## config.mk

```make
export PLATFORM = sky130hd
export DESIGN_NAME = alu_seq
export DESIGN_NICKNAME = d
export VERILOG_FILES = /design/src/rtl/alu_seq_pkg.sv /design/src/rtl/alu_mul_seq.sv /design/src/rtl/alu_seq.sv
export SDC_FILE = /design/constraint.sdc
export NUM_CORES = 1
export LEC_CHECK = 0
export CAP_MARGIN = 15
export CORE_AREA = 2 2 61 106
export CTS_CLUSTER_SIZE = 30
export DETAILED_ROUTE_END_ITERATION = 8
export DIE_AREA = 0 0 63 108
export DONT_BUFFER_PORTS = 1
export SLEW_MARGIN = 20
export SYNTH_ARGS = -nofsm -noshare
export SYNTH_HDL_FRONTEND = slang
export SYNTH_HIERARCHICAL = 1
export SYNTH_SLANG_ARGS = --single-unit
```

## constraint.sdc

```tcl
create_clock -name clk -period 2 [get_ports clk]
set_clock_uncertainty 0.15 [all_clocks]
set_input_delay 0.5 -clock clk [delete_from_list [all_inputs] [get_ports clk]]
set_output_delay 0.5 -clock clk [all_outputs]
set_load 0.05 [all_outputs]
```

## src/rtl/alu_seq_pkg.sv

```systemverilog
// Shared encodings for the sequential ALU: opcodes and control FSM states.
package alu_seq_pkg;

   typedef enum logic [2:0] {
      OP_ADD   = 3'b000,
      OP_SUB   = 3'b001,
      OP_MUL   = 3'b010,
      OP_ILL   = 3'b011,
      OP_EQ    = 3'b100,
      OP_GT    = 3'b101,
      OP_LT    = 3'b110,
      OP_AZERO = 3'b111
   } opcode_t;

   typedef enum logic [1:0] {
      IDLE,
      MUL,
      DONE
   } state_t;

   function automatic logic is_mul_op(input logic [2:0] op);
      return opcode_t'(op) == OP_MUL;
   endfunction

endpackage

```

## src/rtl/alu_mul_seq.sv

```systemverilog
// Shift-add multiplier: consumes one bit of b per clock, WIDTH iterations after start,
// and returns the low WIDTH bits of the product.
module alu_mul_seq #(
   parameter int WIDTH = 6
) (
   input  logic             clk,
   input  logic             rst,
   input  logic             start,
   input  logic [WIDTH-1:0] a,
   input  logic [WIDTH-1:0] b,
   output logic             done,
   output logic [WIDTH-1:0] product
);

   localparam int CW = (WIDTH > 1) ? $clog2(WIDTH) : 1;

   logic [WIDTH-1:0] r_acc;
   logic [WIDTH-1:0] r_mcand;
   logic [WIDTH-1:0] r_mplier;
   logic [CW-1:0]    r_cnt;
   logic             r_busy;
   logic [WIDTH-1:0] w_acc_next;

   // Low WIDTH bits of an unsigned product equal those of the signed product.
   assign w_acc_next = r_mplier[0] ? (r_acc + r_mcand) : r_acc;
   assign done       = r_busy && (r_cnt == CW'(WIDTH - 1));
   assign product    = w_acc_next;

   // NOTE: sequential state uses non-blocking assignments so every register samples pre-edge values.
   always_ff @(posedge clk or posedge rst) begin
      if (rst) begin
         r_acc    <= '0;
         r_mcand  <= '0;
         r_mplier <= '0;
         r_cnt    <= '0;
         r_busy   <= 1'b0;
      end else if (start) begin
         r_acc    <= '0;
         r_mcand  <= a;
         r_mplier <= b;
         r_cnt    <= '0;
         r_busy   <= 1'b1;
      end else if (r_busy) begin
         r_acc    <= w_acc_next;
         r_mcand  <= r_mcand << 1;
         r_mplier <= r_mplier >> 1;
         r_cnt    <= r_cnt + 1'b1;
         if (done) r_busy <= 1'b0;
      end
   end

endmodule

```

## src/rtl/alu_seq.sv

```systemverilog
// Sequential ALU with valid/ready handshakes: single-cycle add/sub/compare ops and a
// multi-cycle shift-add multiply, one result register held until the consumer takes it.
module alu_seq
   import alu_seq_pkg::*;
#(
   parameter int WIDTH = 6
) (
   input  logic             clk,
   input  logic             rst,
   input  logic [WIDTH-1:0] A,
   input  logic [WIDTH-1:0] B,
   input  logic [2:0]       sel,
   input  logic             in_valid,
   output logic             in_ready,
   output logic [WIDTH-1:0] C,
   output logic             ovf,
   output logic             err,
   output logic             out_valid,
   input  logic             out_ready
);

   state_t           r_state;
   state_t           w_state_next;
   logic [WIDTH-1:0] r_c;
   logic             r_ovf;
   logic             r_err;

   logic             w_accept;
   logic             w_is_mul;
   logic             w_mul_start;
   logic             w_mul_done;
   logic [WIDTH-1:0] w_mul_product;
   logic [WIDTH-1:0] w_sum;
   logic [WIDTH-1:0] w_diff;
   logic [WIDTH-1:0] w_alu_c;
   logic             w_alu_ovf;
   logic             w_alu_err;

   // NOTE: in_ready looks at out_ready combinationally so DONE can hand off and accept in one edge.
   assign in_ready    = (r_state == IDLE) || ((r_state == DONE) && out_ready);
   assign out_valid   = (r_state == DONE);
   assign w_accept    = in_valid && in_ready;
   assign w_is_mul    = is_mul_op(sel);
   assign w_mul_start = w_accept && w_is_mul;

   assign C   = r_c;
   assign ovf = r_ovf;
   assign err = r_err;

   alu_mul_seq #(.WIDTH(WIDTH)) u_mul (
      .clk     (clk),
      .rst     (rst),
      .start   (w_mul_start),
      .a       (A),
      .b       (B),
      .done    (w_mul_done),
      .product (w_mul_product)
   );

   // NOTE: every output of this block is defaulted first, so no path can infer a latch.
   always_comb begin
      w_sum     = A + B;
      w_diff    = A - B;
      w_alu_c   = '0;
      w_alu_ovf = 1'b0;
      w_alu_err = 1'b0;
      case (opcode_t'(sel))
         OP_ADD: begin
            w_alu_c   = w_sum;
            w_alu_ovf = (A[WIDTH-1] == B[WIDTH-1]) && (w_sum[WIDTH-1] != A[WIDTH-1]);
         end
         OP_SUB: begin
            w_alu_c   = w_diff;
            w_alu_ovf = (A[WIDTH-1] != B[WIDTH-1]) && (w_diff[WIDTH-1] != A[WIDTH-1]);
         end
         OP_ILL:   w_alu_err = 1'b1;
         OP_EQ:    w_alu_c = WIDTH'(A == B);
         OP_GT:    w_alu_c = WIDTH'($signed(A) > $signed(B));
         OP_LT:    w_alu_c = WIDTH'($signed(A) < $signed(B));
         OP_AZERO: w_alu_c = WIDTH'(A == '0);
         default:  ;
      endcase
   end

   always_ff @(posedge clk or posedge rst) begin
      if (rst) r_state <= IDLE;
      else     r_state <= w_state_next;
   end

   always_comb begin
      w_state_next = r_state;
      case (r_state)
         IDLE: if (w_accept) w_state_next = w_is_mul ? MUL : DONE;
         MUL:  if (w_mul_done) w_state_next = DONE;
         DONE: begin
            if (out_ready) begin
               if (w_accept) w_state_next = w_is_mul ? MUL : DONE;
               else          w_state_next = IDLE;
            end
         end
         default: w_state_next = IDLE;
      endcase
   end

   // Result register: loaded at accept for single-cycle ops, at the final iteration for multiply.
   always_ff @(posedge clk or posedge rst) begin
      if (rst) begin
         r_c   <= '0;
         r_ovf <= 1'b0;
         r_err <= 1'b0;
      end else if (w_accept) begin
         if (!w_is_mul) r_c <= w_alu_c;
         r_ovf <= w_alu_ovf;
         r_err <= w_alu_err;
      end else if ((r_state == MUL) && w_mul_done) begin
         r_c <= w_mul_product;
      end
   end

endmodule

```

==> run_results.csv, run 1 <==
group,metric,value,unit
place,place_congestion,0.767,
clock_network,clkSlewWorstSetupHoldPaths,0.07,ns
pwr,ir_drop,514,µV
global_routing,grt_pass1_wl,9330,µm
global_routing,grt_antenna_before_repair,0,
cells_and_area,fill_cells,579,
cells_and_area,num-nets-final,326,
sta,setup_viol,4,
logic_synthesis,synth_area_leaders,"dfrtp_1 35%, ha_1 9.8%, mux2i_1 6.5%, nand2_1 4.6%, o21ai_0 4.6%",
place,dp_hpwl,4400,µm
sta,relSlewSlack,0.665,
logic_synthesis,async_flop_share,1.00,
floorplan,initial_core_util,0.392,
floorplan,rows,37,
route,wl_met2,3040,µm
route,totalWireLength,5580,µm
cells_and_area,drive_above_1_share,0.279,
route,met3_length,210,µm
clock_network,cts-root-buf,"clkbuf_8",
route,routedWlPerCell,15.3,µm
pwr,netSwitchingPower,1.20,mW
sta,drv_slew,0,
logic_synthesis,synth_seq_cells,32,
logic_synthesis,synth_top_cell_area_share,0.347,
cells_and_area,finalInstanceArea,2880,µm²
route,dr.max_layer_used,"met4",
sta,hold_violations,0,
route,drt_pass1_iterations,4,
critical_path,critPathKind,"flip-flop to flip-flop",
route,drc,0,
clock_network,clkSinkCount,32,
logic_synthesis,synthFlopType,"dfrtp_1",
pwr,leakage,1.34,nW
cells_and_area,synthToLayoutAreaGrowth,24.6,%
clock_network,clockBufferDepth,2,
logic_synthesis,muxShareOfSynthArea,0.0960,
critical_path,cp.required,2.02,ns
pwr,seq_power_share,0.365,
pwr,p_clk_frac,0.192,
route,vias,1874,
sta,max_freq,451,MHz
logic_synthesis,avgSynthCellArea,9.08,µm²
floorplan,ios,29,
logic_synthesis,ys_seq_area_frac,0.347,
route,ant_nets,0,
cells_and_area,diodes,0,
sta,timing.final.crit_share,1.11,
clock_network,htreeDepth,2,
logic_synthesis,syn_inst,254,
route,drt_iter0_drc,36,
critical_path,start_kind,"flip-flop",
critical_path,end_kind,"flip-flop",
global_routing,grt_overflow,0,
route,viasPerCell,5.13,
logic_synthesis,synthAdderAreaFrac,0.124,
pwr,combPwrFrac,0.443,
cells_and_area,final_core_util,0.489,
logic_synthesis,synthTopCellsByCount,"32 x dfrtp_1, 28 x nand2_1, 21 x o21ai_0",
logic_synthesis,syn-num-nets,294,
sta,rsz0062_at_grt,"yes",
clock_network,cts_buffers,5,
logic_synthesis,synth_top_family_by_area,"simple AND/OR/NAND/NOR gates",
logic_synthesis,synthDistinctLibCells,52,
clock_network,cts_tree,"done",
floorplan,core_area,5880,µm²
logic_synthesis,synth_warnings,6,
pwr,power_density,1110,nW/µm²
sta,tightest_slew,0.503,ns
critical_path,arrival,2.23,ns
logic_synthesis,synth-edff-count,0,
floorplan,dieArea,6800,µm²
place,post_dp_cell_area,2670,µm²
place,portBuffers,0,
floorplan,die_w,63,µm
global_routing,grt_pass1_vias,2034,
logic_synthesis,post_synth_xor_area_fraction,0.0456,
route,wl_met1,2160,µm
pwr,p_int,1.98,mW
pwr,p_sw_frac,0.378,
job,drv_cap,0,
logic_synthesis,synth-simple-area-share,0.179,
logic_synthesis,synth_area,2310,µm²
clock_network,clock_latency,0.29,ns
floorplan,die_y,108,µm
worst_hold_path,hold_path_class,"input pin to flip-flop",
global_routing,grt_max_degree,24,
sta,layout_setup_ws,-0.217,ns
logic_synthesis,yosysMostFrequentCell,"dfrtp_1",
global_routing,grt_use_total,0.178,
logic_synthesis,yosys.area.top_type,"dfrtp_1",
status,violations,"negative setup slack",
status,outcome,"finished, violations left",
sta,min_period,2.22,ns
logic_synthesis,synth-compound-area-share,0.158,
critical_path,crit_fanout,2,
-- flip-flops by register name, summed over array words and instances, names as in the netlist --
register and cells:
C 6, u_mul/r_acc 6, u_mul/r_mcand 6, u_mul/r_mplier 6, u_mul/r_cnt 3, r_state 2
err 1, ovf 1, u_mul/r_busy 1
-- path summary, 6_finish.rpt --
check | from | to | slack (ns) | cells after the start
setup / recovery | u_mul/r_mcand[0] | C[4] | -0.22 | 9
max in group asynchronous | rst | u_mul/r_mplier[4] | 0.88 | 3
setup reg to reg | u_mul/r_mcand[0] | C[4] | -0.22 | 9
min in group asynchronous | rst | C[5] | 0.52 | 2
hold reg to reg | u_mul/r_acc[3] | u_mul/r_acc[3] | 0.42 | 2
hold / removal | sel[2] | err | 0.15 | 1
-- power by group through the flow --
stage / logic (mW) / clock network (mW) / registers (mW)
6_report: 1.41 / 0.612 / 1.16
4_1_cts: 1.40 / 0.632 / 1.17
3_5_place_dp: 1.30 / 0 / 1.18
3_3_place_gp: 1.26 / 0 / 1.17
5_1_grt: 1.55 / 0.658 / 1.19
2_1_floorplan: 0.914 / 0 / 1.11
-- final cells by class --
type | count | area [µm²] | share of cell area
flip-flops and latches | 32 | 801 | 0.279
clock buffers | 6 | 72.6 | 0.0252
repair buffers | 39 | 308 | 0.107
inverters | 14 | 72.6 | 0.0252
well taps | 78 | 97.6 | 0.0339
multi-input cells | 194 | 1490 | 0.518
clock inverters | 2 | 35.0 | 0.0122
-- layer usage --
| layer | vias to the layer above | global-route usage |
|---|---|---|
| met5 | - | 0 |
| li1 | 943 | - |
| met1 | 892 | 0.181 |
| met4 | 0 | 0.106 |
| met2 | 31 | 0.328 |
| met3 | 8 | 0.0395 |
-- critical path: stages (launching register included) --
cell     delay (ns)
dfrtp_1        0.39
ha_2           0.19
fa_2           0.34
a21o_1         0.18
a21oi_2        0.16
xnor2_1        0.09
mux2_2         0.27
and3_1         0.15
a21oi_1        0.10
o21ai_1        0.08
-- cells by family after synthesis --
logic type / count (synthesis)
mux: 21
simple gates: 82
xor+xnor: 12
flops: 32
compound gates: 58
fa+ha+maj: 21
buf+inv: 28
-- stage by stage --
stage	hold slack, ns	cells	setup slack [ns]	setup TNS (ns)	total power [mW]
finish	0.154	365	-0.217	-0.304	3.19
global route	0.146	365	-0.313	-0.849	3.40
CTS	0.148	364	-0.233	-0.400	3.20
detailed placement	0.242	351	-0.336	-1.09	2.48
global placement	0.230	351	-0.317	-0.961	2.43
floorplan	0.190	254	-0.187	-0.506	2.03
-- cells in the final DEF (no fill, tap or decap), types with 2 or more instances in the layout --
| cell | Yosys | routed |
|---|---|---|
| inv_1 | 13 | 11 |
| o31ai_1 | 2 | 2 |
| nand2_1 | 28 | 28 |
| fa_2 | 0 | 2 |
| nor2_1 | 20 | 18 |
| dfrtp_1 | 32 | 32 |
| nor2b_1 | 6 | 5 |
| xnor2_1 | 9 | 9 |
| o21ai_0 | 21 | 18 |
| nor4b_1 | 2 | 2 |
| o21ai_1 | 0 | 3 |
| ha_4 | 0 | 2 |
| nor3_1 | 4 | 3 |
| a21oi_1 | 13 | 8 |
| mux2_4 | 1 | 3 |
| clkbuf_8 | 0 | 5 |
| buf_4 | 1 | 37 |
| a21o_1 | 5 | 5 |
| mux2i_1 | 15 | 15 |
| nand3_1 | 3 | 2 |
| and3b_1 | 2 | 2 |
| mux2_2 | 4 | 3 |
| a21oi_2 | 1 | 6 |
| and3_1 | 3 | 3 |
| nand2b_1 | 3 | 3 |
| ha_1 | 18 | 15 |
| nor3_2 | 1 | 2 |
| o21a_1 | 2 | 2 |
| xor2_1 | 3 | 3 |
| o22ai_1 | 2 | 2 |
-- repair_timing --
action	4_1_cts	5_1_grt
setup buffers	4	2
hold buffers	1	0
hold endpoints to repair	32	0
pin swaps	12	9
endpoints found under the setup margin	5	9
resized for setup	5	8
Note: power is estimated with default switching activity, not from simulation.
==> run 2: changes to the inputs <==
--- a/config.mk
+++ b/config.mk
@@ -6,13 +6,12 @@
 export NUM_CORES = 1
 export LEC_CHECK = 0
 export CAP_MARGIN = 15
-export CORE_AREA = 2 2 61 106
+export CORE_AREA = 2 2 62 107
 export CTS_CLUSTER_SIZE = 30
 export DETAILED_ROUTE_END_ITERATION = 8
-export DIE_AREA = 0 0 63 108
+export DIE_AREA = 0 0 64 109
 export DONT_BUFFER_PORTS = 1
 export SLEW_MARGIN = 20
 export SYNTH_ARGS = -nofsm -noshare
 export SYNTH_HDL_FRONTEND = slang
-export SYNTH_HIERARCHICAL = 1
 export SYNTH_SLANG_ARGS = --single-unit
==> run 2 against run 1 <==
The run still ends with negative setup slack left. Sequential cell count stayed put. Setup slack better by 0.18 ns. Die area up 2.5%. Core utilization shrank 2.3 points. Sequential share of layout area increased by 0.15 points. Combinational power up 11%. Synthesized cell count grew 1.6%. Largest cell class unchanged. Sequential power is 13% higher. Cell count down 1.4%. Area after synthesis rose by 2.9%. Largest power group unchanged. Routed wire length grew 3.1%. Critical endpoint unchanged.
==> run_results.csv, run 2 <==
group,metric,value,unit
critical_path,arrival,2.05,ns
logic_synthesis,syn_inst,258,
sta,rsz0062_at_grt,"yes",
floorplan,rows,38,
critical_path,cpPeakStageDelay,0.39,ns
logic_synthesis,avgSynthCellArea,9.20,µm²
logic_synthesis,synthFlopType,"dfrtp_1",
place,place_ws,-0.140,ns
global_routing,grt_overflow,0,
place,dp_hpwl,4560,µm
pwr,p_clk_frac,0.180,
floorplan,dieArea,6980,µm²
clock_network,cts_hold_buf,0,
logic_synthesis,syn-num-nets,298,
route,totalWireLength,5760,µm
route,drt_pass1_iterations,4,
logic_synthesis,ys_seq_area_frac,0.337,
floorplan,die_w,64,µm
clock_network,cts-root-buf,"clkbuf_8",
cells_and_area,layout_commonest_cell,"dfrtp_1",
logic_synthesis,synth_area,2370,µm²
logic_synthesis,synthAdderAreaFrac,0.120,
clock_network,htreeDepth,2,
sta,setup_viol,1,
route,drt_iter0_drc,62,
global_routing,grt_antenna_before_repair,0,
pwr,p_int,2.05,mW
critical_path,end_kind,"flip-flop",
sta,min_period,2.04,ns
critical_path,crit_fanout,2,
route,vias,1917,
route,drc,0,
logic_synthesis,post_synth_xor_area_fraction,0.0369,
logic_synthesis,synth-edff-count,0,
status,outcome,"finished, violations left",
clock_network,clkSlewWorstSetupHoldPaths,0.07,ns
clock_network,cts_buffers,5,
clock_network,clkSinkCount,32,
cells_and_area,layout_common_cells,"32 x dfrtp_1, 29 x nand2_1, 24 x o21ai_0, 22 x buf_4, 18 x nor2_1",
sta,layout_setup_ws,-0.0414,ns
critical_path,critPathKind,"flip-flop to flip-flop",
job,drv_cap,0,
pwr,combPwrFrac,0.445,
logic_synthesis,synth_top_family_by_area,"simple AND/OR/NAND/NOR gates",
sta,drv_slew,0,
logic_synthesis,async_flop_share,1.00,
cells_and_area,synthToLayoutAreaGrowth,20.5,%
logic_synthesis,synth-compound-area-share,0.177,
logic_synthesis,muxShareOfSynthArea,0.0817,
logic_synthesis,synthDistinctLibCells,54,
status,violations,"negative setup slack",
place,portBuffers,0,
place,place_congestion,0.879,
sta,hold_violations,0,
cells_and_area,instances_no_fill,360,
sta,tns,-0.0414,ns
floorplan,core_area,6130,µm²
cells_and_area,diodes,0,
pwr,leakage,1.23,nW
cells_and_area,final_core_util,0.466,
sta,timing.final.crit_share,1.02,
route,ant_nets,0,
clock_network,cts_tree,"done",
logic_synthesis,synth_area_leaders,"dfrtp_1 34%, ha_1 9.5%, mux2i_1 6.7%, o21ai_0 5.7%, nand2_1 4.7%",
logic_synthesis,yosys.area.top_type,"dfrtp_1",
sta,max_freq,490,MHz
logic_synthesis,yosysMostFrequentCell,"dfrtp_1",
cells_and_area,multi_input_area,1590,µm²
sta,tightest_slew,0.505,ns
floorplan,ios,29,
pwr,p_sw_frac,0.417,
logic_synthesis,synth_warnings,0,
pwr,ir_drop,501,µV
floorplan,initial_core_util,0.387,
logic_synthesis,synth_seq_cells,32,
critical_path,cp_cell_sequence,"ha_2 -> fa_2 -> a21o_1 -> a21oi_2 -> xnor2_2 -> mux2_4 -> nand2_2 -> a31oi_1",
global_routing,grt_max_degree,33,
route,viasPerCell,5.33,
global_routing,grt_pass1_vias,2035,
floorplan,die_y,109,µm
route,routedWlPerCell,16.0,µm
pwr,seq_power_share,0.374,
logic_synthesis,synth_top_cell_area_share,0.337,
clock_network,clockBufferDepth,2,
worst_hold_path,hold_path_class,"input pin to async pin",
pwr,power_density,1230,nW/µm²
global_routing,grt_use_total,0.178,
critical_path,crit_slowest_cell,"dfrtp_1",
cells_and_area,fill_cells,598,
sta,relSlewSlack,0.664,
global_routing,grt_pass1_wl,9620,µm
place,place_inst,350,
cells_and_area,seqCellArea,801,µm²
cells_and_area,drive_above_1_share,0.239,
clock_network,clock_latency,0.28,ns
cells_and_area,num-nets-final,319,
pwr,netSwitchingPower,1.46,mW
logic_synthesis,synthTopCellsByCount,"32 x dfrtp_1, 30 x nand2_1, 27 x o21ai_0",
critical_path,start_kind,"flip-flop",
logic_synthesis,synth-simple-area-share,0.203,
critical_path,cp.required,2.01,ns
run 2: cell count changes after synthesis, sizes merged, moves of 4 or more:
cell,change
o21ai,+6
a31oi,+4
clkbuf,-4
a21oi,-4
xnor2,-5
nand3b,+6
run 2: logic make-up (layout without fill, tap and decap cells):
| logic type | after synthesis | in the layout |
|---|---|---|
| simple gates | 88 | 88 |
| buf+inv | 24 | 46 |
| flops | 32 | 32 |
| xor+xnor | 10 | 10 |
| fa+ha+maj | 21 | 21 |
| mux | 19 | 19 |
| compound gates | 64 | 64 |
run 2: metal layers:
| layer | routed length, µm | track usage |
|---|---|---|
| met1 | 2220 | 0.188 |
| met2 | 3140 | 0.330 |
| met3 | 194 | 0.0361 |
| met4 | 205 | 0.0885 |
| met5 | 0 | 0 |
run 2: final cells by class:
| class | instances | area share |
|---|---|---|
| Multi-Input combinational cell | 202 | 0.556 |
| Sequential cell | 32 | 0.280 |
| Timing Repair Buffer | 23 | 0.0647 |
| Tap cell | 80 | 0.0350 |
| Clock buffer | 5 | 0.0241 |
| Inverter | 15 | 0.0241 |
| Clock inverter | 3 | 0.0162 |
run 2: worst paths after layout:
check,startpoint,cells after the start,end,slack [ns]
hold / removal,rst,2,C[1],0.03
min in group clk,sel[2],1,err,0.17
hold reg to reg,u_mul.r_mplier[5],2,u_mul.r_mplier[5],0.38
setup reg to reg,u_mul.r_acc[0],8,C[4],-0.04
max in group asynchronous,rst,2,u_mul.r_cnt[1],1.36
setup / recovery,u_mul.r_acc[0],8,C[4],-0.04
run 2: timing repair:
action	CTS	global route
pin swaps	4	10
gates resized for setup	7	10
hold endpoints to repair	0	0
setup buffers	2	1
setup endpoints to repair	3	5
run 2: critical path: cells and delay by family (launching register included):
kind | cells | cell delay (ns)
fa+ha+maj | 2 | 0.54
compound gates | 3 | 0.41
flops | 1 | 0.39
mux | 1 | 0.29
xor+xnor | 1 | 0.08
simple gates | 1 | 0.07
run 2: stage by stage:
stage / power, mW / hold WS [ns] / area (µm²)
after CTS: 3.36 / 0.0504 / 2790
after detailed placement: 2.64 / 0.352 / 2630
after floorplan: 2.26 / 0.331 / 2410
final: 3.51 / 0.0282 / 2860
after global placement: 2.61 / 0.352 / 2630
after global routing: 3.76 / 0.0905 / 2860
run 2: power groups by stage:
stage          clock (mW)  combinational (mW)  sequential, mW
4_1_cts             0.645                1.42            1.29
2_1_floorplan           0                1.02            1.24
6_report            0.631                1.56            1.31
5_1_grt             0.673                1.73            1.35
3_3_place_gp            0                1.31            1.30
3_5_place_dp            0                1.34            1.30
